--- src/rtl/p2p_cfg_regs_if.sv ---
// AXI4-Lite bundle between the host and the P2P filter
// configuration register file.
interface p2p_cfg_regs_if #(
  parameter int ADDR_W = 12
);
  logic              awvalid;
  logic              awready;
  logic [ADDR_W-1:0] awaddr;
  logic              wvalid;
  logic              wready;
  logic [31:0]       wdata;
  logic [3:0]        wstrb;
  logic              bvalid;
  logic              bready;
  logic [1:0]        bresp;
  logic              arvalid;
  logic              arready;
  logic [ADDR_W-1:0] araddr;
  logic              rvalid;
  logic              rready;
  logic [31:0]       rdata;
  logic [1:0]        rresp;

  modport slave (
    input  awvalid, awaddr, wvalid, wdata, wstrb,
    input  bready, arvalid, araddr, rready,
    output awready, wready, bvalid, bresp,
    output arready, rvalid, rdata, rresp
  );

  modport master (
    output awvalid, awaddr, wvalid, wdata, wstrb,
    output bready, arvalid, araddr, rready,
    input  awready, wready, bvalid, bresp,
    input  arready, rvalid, rdata, rresp
  );
endinterface

--- src/rtl/p2p_cfg_regs.sv ---
// P2P filter rule registers and saturating status
// counters behind an AXI4-Lite slave port.
module p2p_cfg_regs #(
  parameter int ADDR_W    = 12,
  parameter int NUM_RULES = 2
) (
  input  logic                  axil_aclk,
  input  logic                  axil_rst,
  p2p_cfg_regs_if.slave         s_axil,
  output logic [383:0]          filter_rules,
  input  logic                  rule0_hit,
  input  logic                  rule1_hit,
  input  logic                  pkt_seen,
  input  logic                  pkt_drop
);

  if (NUM_RULES != 2) begin : g_bad_rules
    $error("p2p_cfg_regs: NUM_RULES must be 2");
  end

  localparam logic [1:0] OKAY   = 2'b00;
  localparam logic [1:0] SLVERR = 2'b10;

  typedef enum logic [1:0] {
    W_IDLE, W_HAVE_AW, W_HAVE_W, W_RESP
  } wstate_t;

  typedef enum logic {
    R_IDLE, R_RESP
  } rstate_t;

  wstate_t           wstate;
  rstate_t           rstate;
  logic [ADDR_W-1:0] wa;
  logic [31:0]       wd;
  logic [3:0]        ws;
  logic              commit;
  logic [31:0]       rf [12];
  logic [31:0]       cnt_hit0;
  logic [31:0]       cnt_hit1;
  logic [31:0]       cnt_seen;
  logic [31:0]       cnt_drop;
  logic              aw_fire;
  logic              w_fire;
  logic              have_aw;
  logic              have_w;
  logic [ADDR_W-1:0] wa_next;
  logic [3:0]        woff;
  logic              wok;
  logic [3:0]        clr;
  logic [3:0]        roff;
  logic [31:0]       rsel;
  logic              unused_bits;

  function automatic logic in_range(
    input logic [ADDR_W-1:0] a
  );
    return a[ADDR_W-1:6] == '0;
  endfunction

  function automatic logic [31:0] cnt_next(
    input logic [31:0] c,
    input logic        p,
    input logic        cl
  );
    if (cl) return '0;
    if (p && c != '1) return c + 32'd1;
    return c;
  endfunction

  assign unused_bits = ^{wa[1:0], s_axil.araddr[1:0]};

  always_comb begin
    aw_fire = s_axil.awvalid && s_axil.awready;
    w_fire  = s_axil.wvalid && s_axil.wready;
    have_aw = (wstate == W_HAVE_AW) || aw_fire;
    have_w  = (wstate == W_HAVE_W) || w_fire;
    wa_next = aw_fire ? s_axil.awaddr : wa;
    woff    = wa[5:2];
    wok     = in_range(wa);
    for (int i = 0; i < 4; i++) begin
      clr[i] = commit && wok && (woff == 4'(12 + i));
    end
  end

  // commit is a one-cycle flag aligned with the first W_RESP cycle
  always_ff @(posedge axil_aclk) begin
    if (axil_rst) begin
      wstate         <= W_IDLE;
      s_axil.awready <= 1'b1;
      s_axil.wready  <= 1'b1;
      s_axil.bvalid  <= 1'b0;
      s_axil.bresp   <= OKAY;
      wa             <= '0;
      wd             <= '0;
      ws             <= '0;
      commit         <= 1'b0;
    end else begin
      commit <= 1'b0;
      if (wstate != W_RESP) begin
        if (aw_fire) begin
          wa             <= s_axil.awaddr;
          s_axil.awready <= 1'b0;
        end
        if (w_fire) begin
          wd            <= s_axil.wdata;
          ws            <= s_axil.wstrb;
          s_axil.wready <= 1'b0;
        end
        if (have_aw && have_w) begin
          wstate        <= W_RESP;
          commit        <= 1'b1;
          s_axil.bvalid <= 1'b1;
          s_axil.bresp  <= in_range(wa_next) ? OKAY : SLVERR;
        end else if (have_aw) begin
          wstate <= W_HAVE_AW;
        end else if (have_w) begin
          wstate <= W_HAVE_W;
        end
      end else if (s_axil.bready) begin
        wstate         <= W_IDLE;
        s_axil.bvalid  <= 1'b0;
        s_axil.bresp   <= OKAY;
        s_axil.awready <= 1'b1;
        s_axil.wready  <= 1'b1;
      end
    end
  end

  always_ff @(posedge axil_aclk) begin
    if (axil_rst) begin
      for (int i = 0; i < 12; i++) rf[i] <= '0;
    end else if (commit && wok && woff < 4'd12) begin
      for (int b = 0; b < 4; b++) begin
        if (ws[b]) rf[woff][8*b +: 8] <= wd[8*b +: 8];
      end
    end
  end

  always_ff @(posedge axil_aclk) begin
    if (axil_rst) begin
      cnt_hit0 <= '0;
      cnt_hit1 <= '0;
      cnt_seen <= '0;
      cnt_drop <= '0;
    end else begin
      cnt_hit0 <= cnt_next(cnt_hit0, rule0_hit, clr[0]);
      cnt_hit1 <= cnt_next(cnt_hit1, rule1_hit, clr[1]);
      cnt_seen <= cnt_next(cnt_seen, pkt_seen, clr[2]);
      cnt_drop <= cnt_next(cnt_drop, pkt_drop, clr[3]);
    end
  end

  always_comb begin
    filter_rules = '0;
    for (int r = 0; r < 2; r++) begin
      filter_rules[192*r +: 192] = {
        rf[6*r], rf[6*r+1], rf[6*r+2],
        rf[6*r+3], rf[6*r+4], rf[6*r+5]
      };
    end
  end

  always_comb begin
    roff = s_axil.araddr[5:2];
    rsel = '0;
    unique case (1'b1)
      (roff < 4'd12):  rsel = rf[roff];
      (roff == 4'd12): rsel = cnt_hit0;
      (roff == 4'd13): rsel = cnt_hit1;
      (roff == 4'd14): rsel = cnt_seen;
      (roff == 4'd15): rsel = cnt_drop;
    endcase
  end

  always_ff @(posedge axil_aclk) begin
    if (axil_rst) begin
      rstate         <= R_IDLE;
      s_axil.arready <= 1'b1;
      s_axil.rvalid  <= 1'b0;
      s_axil.rdata   <= '0;
      s_axil.rresp   <= OKAY;
    end else begin
      unique case (rstate)
        R_IDLE: begin
          if (s_axil.arvalid) begin
            rstate         <= R_RESP;
            s_axil.arready <= 1'b0;
            s_axil.rvalid  <= 1'b1;
            if (in_range(s_axil.araddr)) begin
              s_axil.rdata <= rsel;
              s_axil.rresp <= OKAY;
            end else begin
              s_axil.rdata <= '0;
              s_axil.rresp <= SLVERR;
            end
          end
        end
        R_RESP: begin
          if (s_axil.rready) begin
            rstate         <= R_IDLE;
            s_axil.arready <= 1'b1;
            s_axil.rvalid  <= 1'b0;
            s_axil.rdata   <= '0;
            s_axil.rresp   <= OKAY;
          end
        end
      endcase
    end
  end

endmodule

--- src/flat_wrapper.sv ---
// flat-port wrapper written by rule: the top's interface ports become plain ports
module p2p_cfg_regs_flat 
#(
  parameter int ADDR_W    = 12,
  parameter int NUM_RULES = 2
)
  (axil_aclk, axil_rst, filter_rules, rule0_hit, rule1_hit, pkt_seen, pkt_drop, s_axil_awvalid, s_axil_awaddr, s_axil_wvalid, s_axil_wdata, s_axil_wstrb, s_axil_bready, s_axil_arvalid, s_axil_araddr, s_axil_rready, s_axil_awready, s_axil_wready, s_axil_bvalid, s_axil_bresp, s_axil_arready, s_axil_rvalid, s_axil_rdata, s_axil_rresp);
  p2p_cfg_regs_if #(.ADDR_W(ADDR_W)) s_axil_i ();
  input  logic axil_aclk;
  input  logic axil_rst;
  output logic [383:0] filter_rules;
  input  logic rule0_hit;
  input  logic rule1_hit;
  input  logic pkt_seen;
  input  logic pkt_drop;
  input wire logic [$bits(s_axil_i.awvalid)-1:0] s_axil_awvalid;
  input wire logic [$bits(s_axil_i.awaddr)-1:0] s_axil_awaddr;
  input wire logic [$bits(s_axil_i.wvalid)-1:0] s_axil_wvalid;
  input wire logic [$bits(s_axil_i.wdata)-1:0] s_axil_wdata;
  input wire logic [$bits(s_axil_i.wstrb)-1:0] s_axil_wstrb;
  input wire logic [$bits(s_axil_i.bready)-1:0] s_axil_bready;
  input wire logic [$bits(s_axil_i.arvalid)-1:0] s_axil_arvalid;
  input wire logic [$bits(s_axil_i.araddr)-1:0] s_axil_araddr;
  input wire logic [$bits(s_axil_i.rready)-1:0] s_axil_rready;
  output wire logic [$bits(s_axil_i.awready)-1:0] s_axil_awready;
  output wire logic [$bits(s_axil_i.wready)-1:0] s_axil_wready;
  output wire logic [$bits(s_axil_i.bvalid)-1:0] s_axil_bvalid;
  output wire logic [$bits(s_axil_i.bresp)-1:0] s_axil_bresp;
  output wire logic [$bits(s_axil_i.arready)-1:0] s_axil_arready;
  output wire logic [$bits(s_axil_i.rvalid)-1:0] s_axil_rvalid;
  output wire logic [$bits(s_axil_i.rdata)-1:0] s_axil_rdata;
  output wire logic [$bits(s_axil_i.rresp)-1:0] s_axil_rresp;
  assign s_axil_i.awvalid = s_axil_awvalid;
  assign s_axil_i.awaddr = s_axil_awaddr;
  assign s_axil_i.wvalid = s_axil_wvalid;
  assign s_axil_i.wdata = s_axil_wdata;
  assign s_axil_i.wstrb = s_axil_wstrb;
  assign s_axil_i.bready = s_axil_bready;
  assign s_axil_i.arvalid = s_axil_arvalid;
  assign s_axil_i.araddr = s_axil_araddr;
  assign s_axil_i.rready = s_axil_rready;
  assign s_axil_awready = s_axil_i.awready;
  assign s_axil_wready = s_axil_i.wready;
  assign s_axil_bvalid = s_axil_i.bvalid;
  assign s_axil_bresp = s_axil_i.bresp;
  assign s_axil_arready = s_axil_i.arready;
  assign s_axil_rvalid = s_axil_i.rvalid;
  assign s_axil_rdata = s_axil_i.rdata;
  assign s_axil_rresp = s_axil_i.rresp;
  p2p_cfg_regs #(.ADDR_W(ADDR_W), .NUM_RULES(NUM_RULES)) u_core (.axil_aclk(axil_aclk), .axil_rst(axil_rst), .s_axil(s_axil_i), .filter_rules(filter_rules), .rule0_hit(rule0_hit), .rule1_hit(rule1_hit), .pkt_seen(pkt_seen), .pkt_drop(pkt_drop));
endmodule
--- config.mk ---
export PLATFORM = sky130hd
export DESIGN_NAME = p2p_cfg_regs_flat
export DESIGN_NICKNAME = d
export VERILOG_FILES = /design/src/rtl/p2p_cfg_regs_if.sv /design/src/rtl/p2p_cfg_regs.sv /design/src/flat_wrapper.sv
export SDC_FILE = /design/constraint.sdc
export NUM_CORES = 1
export LEC_CHECK = 0
export CAP_MARGIN = 25
export CORE_MARGIN = 2
export CORE_UTILIZATION = 53
export DETAILED_ROUTE_END_ITERATION = 16
export HOLD_SLACK_MARGIN = 0.05
export PLACE_DENSITY = 0.8
export SLEW_MARGIN = 10
export SYNTH_ARGS = -nofsm -noshare
export SYNTH_HDL_FRONTEND = slang
export SYNTH_SLANG_ARGS = --single-unit
--- constraint.sdc ---
create_clock -name axil_aclk -period 2.46 [get_ports axil_aclk]
set_input_delay 0.246 -clock axil_aclk [delete_from_list [all_inputs] [get_ports axil_aclk]]
set_output_delay 0.246 -clock axil_aclk [all_outputs]
set_load 0.02 [all_outputs]
==> impl_metrics.toml <==
[clocking]
clock_latency_ns = 0.66
h-tree-depth = 2
clkTransAtPathRegs_ns = 0.06
cts.sinks = 601
ctsHoldBuffers = 0
cts_made_buffers = 60
cts_resized = 0
cts-root-buf = "clkbuf_16"
clock_path_buffers = 3
post_cts_buffers = 0
cts_tree = "done"

[synthesis]
synth-edff-count = 384
ys_seq_area_frac = 0.568
syn_area_per_cell_um2 = 11.6
netlist_area_um2 = 27900
yosysMostFrequentCell = "and2_1"
yosys-top-cells-count = "and2_1, edfxtp_1, dfxtp_1, nand2_1, a21oi_1"
synth_flop_cell = "edfxtp_1"
synthTopCellsByArea = "edfxtp_1, dfxtp_1, and2_1"
synth_cell_types = 69
yosys_warnings = 0
syn_inst = 2402
synthArstFlopShare = 0
synth_top_area_frac = 0.413
synth_top_cell_by_area = "edfxtp_1"
ys_seq_elements = 601

[die]
die_w_um = 234
start_util = 0.534
core-area_um2 = 52300
num_rows = 84
ioPinCount = 496
die_y_um = 234
dieArea_um2 = 54600

[placement]
place_congestion = 0.987
port_buffers = 489
hpwl_um = 76400

[min_path]
min_path_cells = 3
hp-start = "s_axil_wdata[11]"
worstHoldPathType = "input port to flop"

[worst_setup_path]
crit_chain = "nor4_1, and4_2, nand2_1, nor2_1, or2_2"
critPathCaptureType = "flop"
rr_endpoint = "u_core.rf[7][22]$_SDFFCE_PN0P_"
cpPeakStageDelay_ns = 0.40
cp.required_ns = 2.79
ff2ff_path_depth = 5
crit_slowest_cell = "and4_2"
crit_fanout = 12
r2r_setup_slack_ns = 0.13
rr_startpoint = "u_core.wa[7]$_SDFFE_PP0N_"
crit_start = "u_core.wa[7]$_SDFFE_PP0N_"
critPathLaunchType = "flop"
arrival_ns = 2.66
critPathTopFamily = "simple AND/OR/NAND/NOR gates"
crit_buf_inv = 0
path_class = "flop to flop"
worst-path-stages = 5
endpoint = "u_core.rf[7][22]$_SDFFCE_PN0P_"

[timing]
rsz0062_at_grt = "true"
worst_slew_pin_slew_ns = 0.958
slew_viol_final = 0
fin_skew_ns = 0.0275
max-slew-margin-rel = 0.361
setup_viol = 0
timing.final.crit_share = 0.949
whs_ns = 0.139
finalCriticalPeriod_ns = 2.33
fmax_mhz = 428
hold_viol = 0

[routing]
vias = 23700
drc = 0
drt-wirelength-per-cell_um = 27.5
drtPass1Iterations = 7
drtIter0Drc = 3613
routed_via_density = 6.42
wl_um = 101000
ant_nets = 0

[pwr]
power.share.switching = 0.250
power.switching_mw = 5.70
power_frac_seq = 0.501
p_int_mw = 17.1
peakVddDrop_mv = 0.631
clockPowerShare = 0.401
power_frac_comb = 0.098
power_density_nw_per_um2 = 629
leakagePower_nw = 12.8
p_total_mw = 22.8

[outcome]
status = "completed"

[grt]
grt_max_degree = 81
track_usage = 0.366
grt_pass1_wl_um = 146000
antenna_found_initial = 6
grt_overflow = 0
grt_pass1_vias = 22500

[flow_run]
cap_viol_max_count = 0

[finish]
n_fill_cell = 3679
nets = 3019
area_delta_synth_final_pct = 29.7
drive_above_1_share = 0.140
==> through the flow <==
step / util / instances / setup TNS, ns / cell area, um2 / setup slack [ns]
after floorplan: - / 2403 / 0 / 28000 / 0.375
after global placement: 0.655 / 3570 / 0 / 34300 / 0.0919
after detailed placement: 0.655 / 3570 / 0 / 34300 / 0.0815
after CTS: 0.692 / 3684 / 0 / 36200 / 0.0745
after global routing: 0.693 / 3684 / -1.82 / 36300 / -0.0349
final: 0.693 / 3687 / 0 / 36300 / 0.126
==> final cells by class <==
type                       count  area (um2)  share of cell area
sequential                   601       15900               0.438
multi-input combinational   1635       11400               0.316
timing repair buffer         630        6050               0.167
clock buffer                  82        1670              0.0459
tap                          688         861              0.0237
clock inverter                32         290             0.00801
inverter                      16        60.1             0.00166
antenna                        3        7.51            0.000207
==> state kept, by name (all words and copies together) (netlist names), 2 cells and up <==
| name | flops |
|---|---|
| u_core.ws | 4 |
| u_core.wd | 32 |
| u_core.wa | 10 |
| u_core.s_axil.rdata | 32 |
| u_core.wstate | 2 |
| u_core.rf | 384 |
| u_core.cnt_drop | 32 |
| u_core.cnt_hit1 | 32 |
| u_core.cnt_seen | 32 |
| u_core.cnt_hit0 | 32 |
==> power groups by stage <==
stage	sequential, mW	clock, mW	combinational [mW]
3_3_place_gp	11.6	0	2.15
6_report	11.4	9.16	2.23
5_1_grt	11.4	9.55	2.32
3_5_place_dp	11.6	0	2.19
2_1_floorplan	11.7	0	0.905
4_1_cts	11.4	9.15	2.20
==> worst register-to-register path: stages (launching register included) <==
cell and delay [ns]:
dfxtp_1 0.31, nor4_1 0.38, and4_2 0.40, nand2_1 0.38
nor2_1 0.28, or2_2 0.28
==> per-layer routing <==
metal / routed length (um) / GRT usage / part of all wire
met2: 47100 / 0.574 / 0.47
met4: 4810 / 0.160 / 0.047
met1: 36700 / 0.492 / 0.36
met3: 12600 / 0.0820 / 0.12
met5: 31 / 0 / 0.00031
==> logic make-up (layout without fill, tap and decap cells) <==
group | count (synthesis) | count (layout) | synth area share
adders and majority gates | 4 | 4 | 0.00179
xor gates and xnor gates | 24 | 24 | 0.00752
muxes | 106 | 106 | 0.0814
DFF | 601 | 601 | 0.568
buffers and inverters | 167 | 760 | 0.0248
and+or+nand+nor | 1095 | 1095 | 0.219
other | 1 | 5 | 0.000134
AOI/OAI and AO/OA | 404 | 404 | 0.0975
==> cell usage in the layout (no fill, tap or decap), types with 24 or more instances in the layout <==
| master | instances |
|---|---|
| o31ai_1 | 24 |
| and2_1 | 391 |
| nand2_1 | 206 |
| or4_1 | 31 |
| a221oi_1 | 31 |
| nand3_1 | 55 |
| buf_4 | 134 |
| mux4_2 | 97 |
| o41ai_1 | 28 |
| or3_1 | 55 |
| nand4_1 | 36 |
| edfxtp_1 | 384 |
| o21ai_0 | 55 |
| dfxtp_1 | 217 |
| or2_2 | 50 |
| clkbuf_16 | 61 |
| clkdlybuf4s50_1 | 484 |
| nor2b_1 | 39 |
| nor2_1 | 132 |
| a221o_1 | 31 |
| a211oi_1 | 36 |
| a21oi_1 | 145 |
==> worst min-delay path by stage <==
stage / end / slack [ns]
after global placement: u_core.s_axil.rdata[10]$_SDFFE_PP0P_ / 0.43
after floorplan: u_core.wa[10]$_SDFFE_PP0N_ / 0.38
after global routing: u_core.wd[11]$_SDFFE_PP0P_ / 0.14
after detailed placement: u_core.s_axil.rdata[10]$_SDFFE_PP0P_ / 0.44
after CTS: u_core.wd[11]$_SDFFE_PP0P_ / 0.13
final: u_core.wd[11]$_SDFFE_PP0P_ / 0.14
Note: power is estimated with default switching activity, not from simulation.
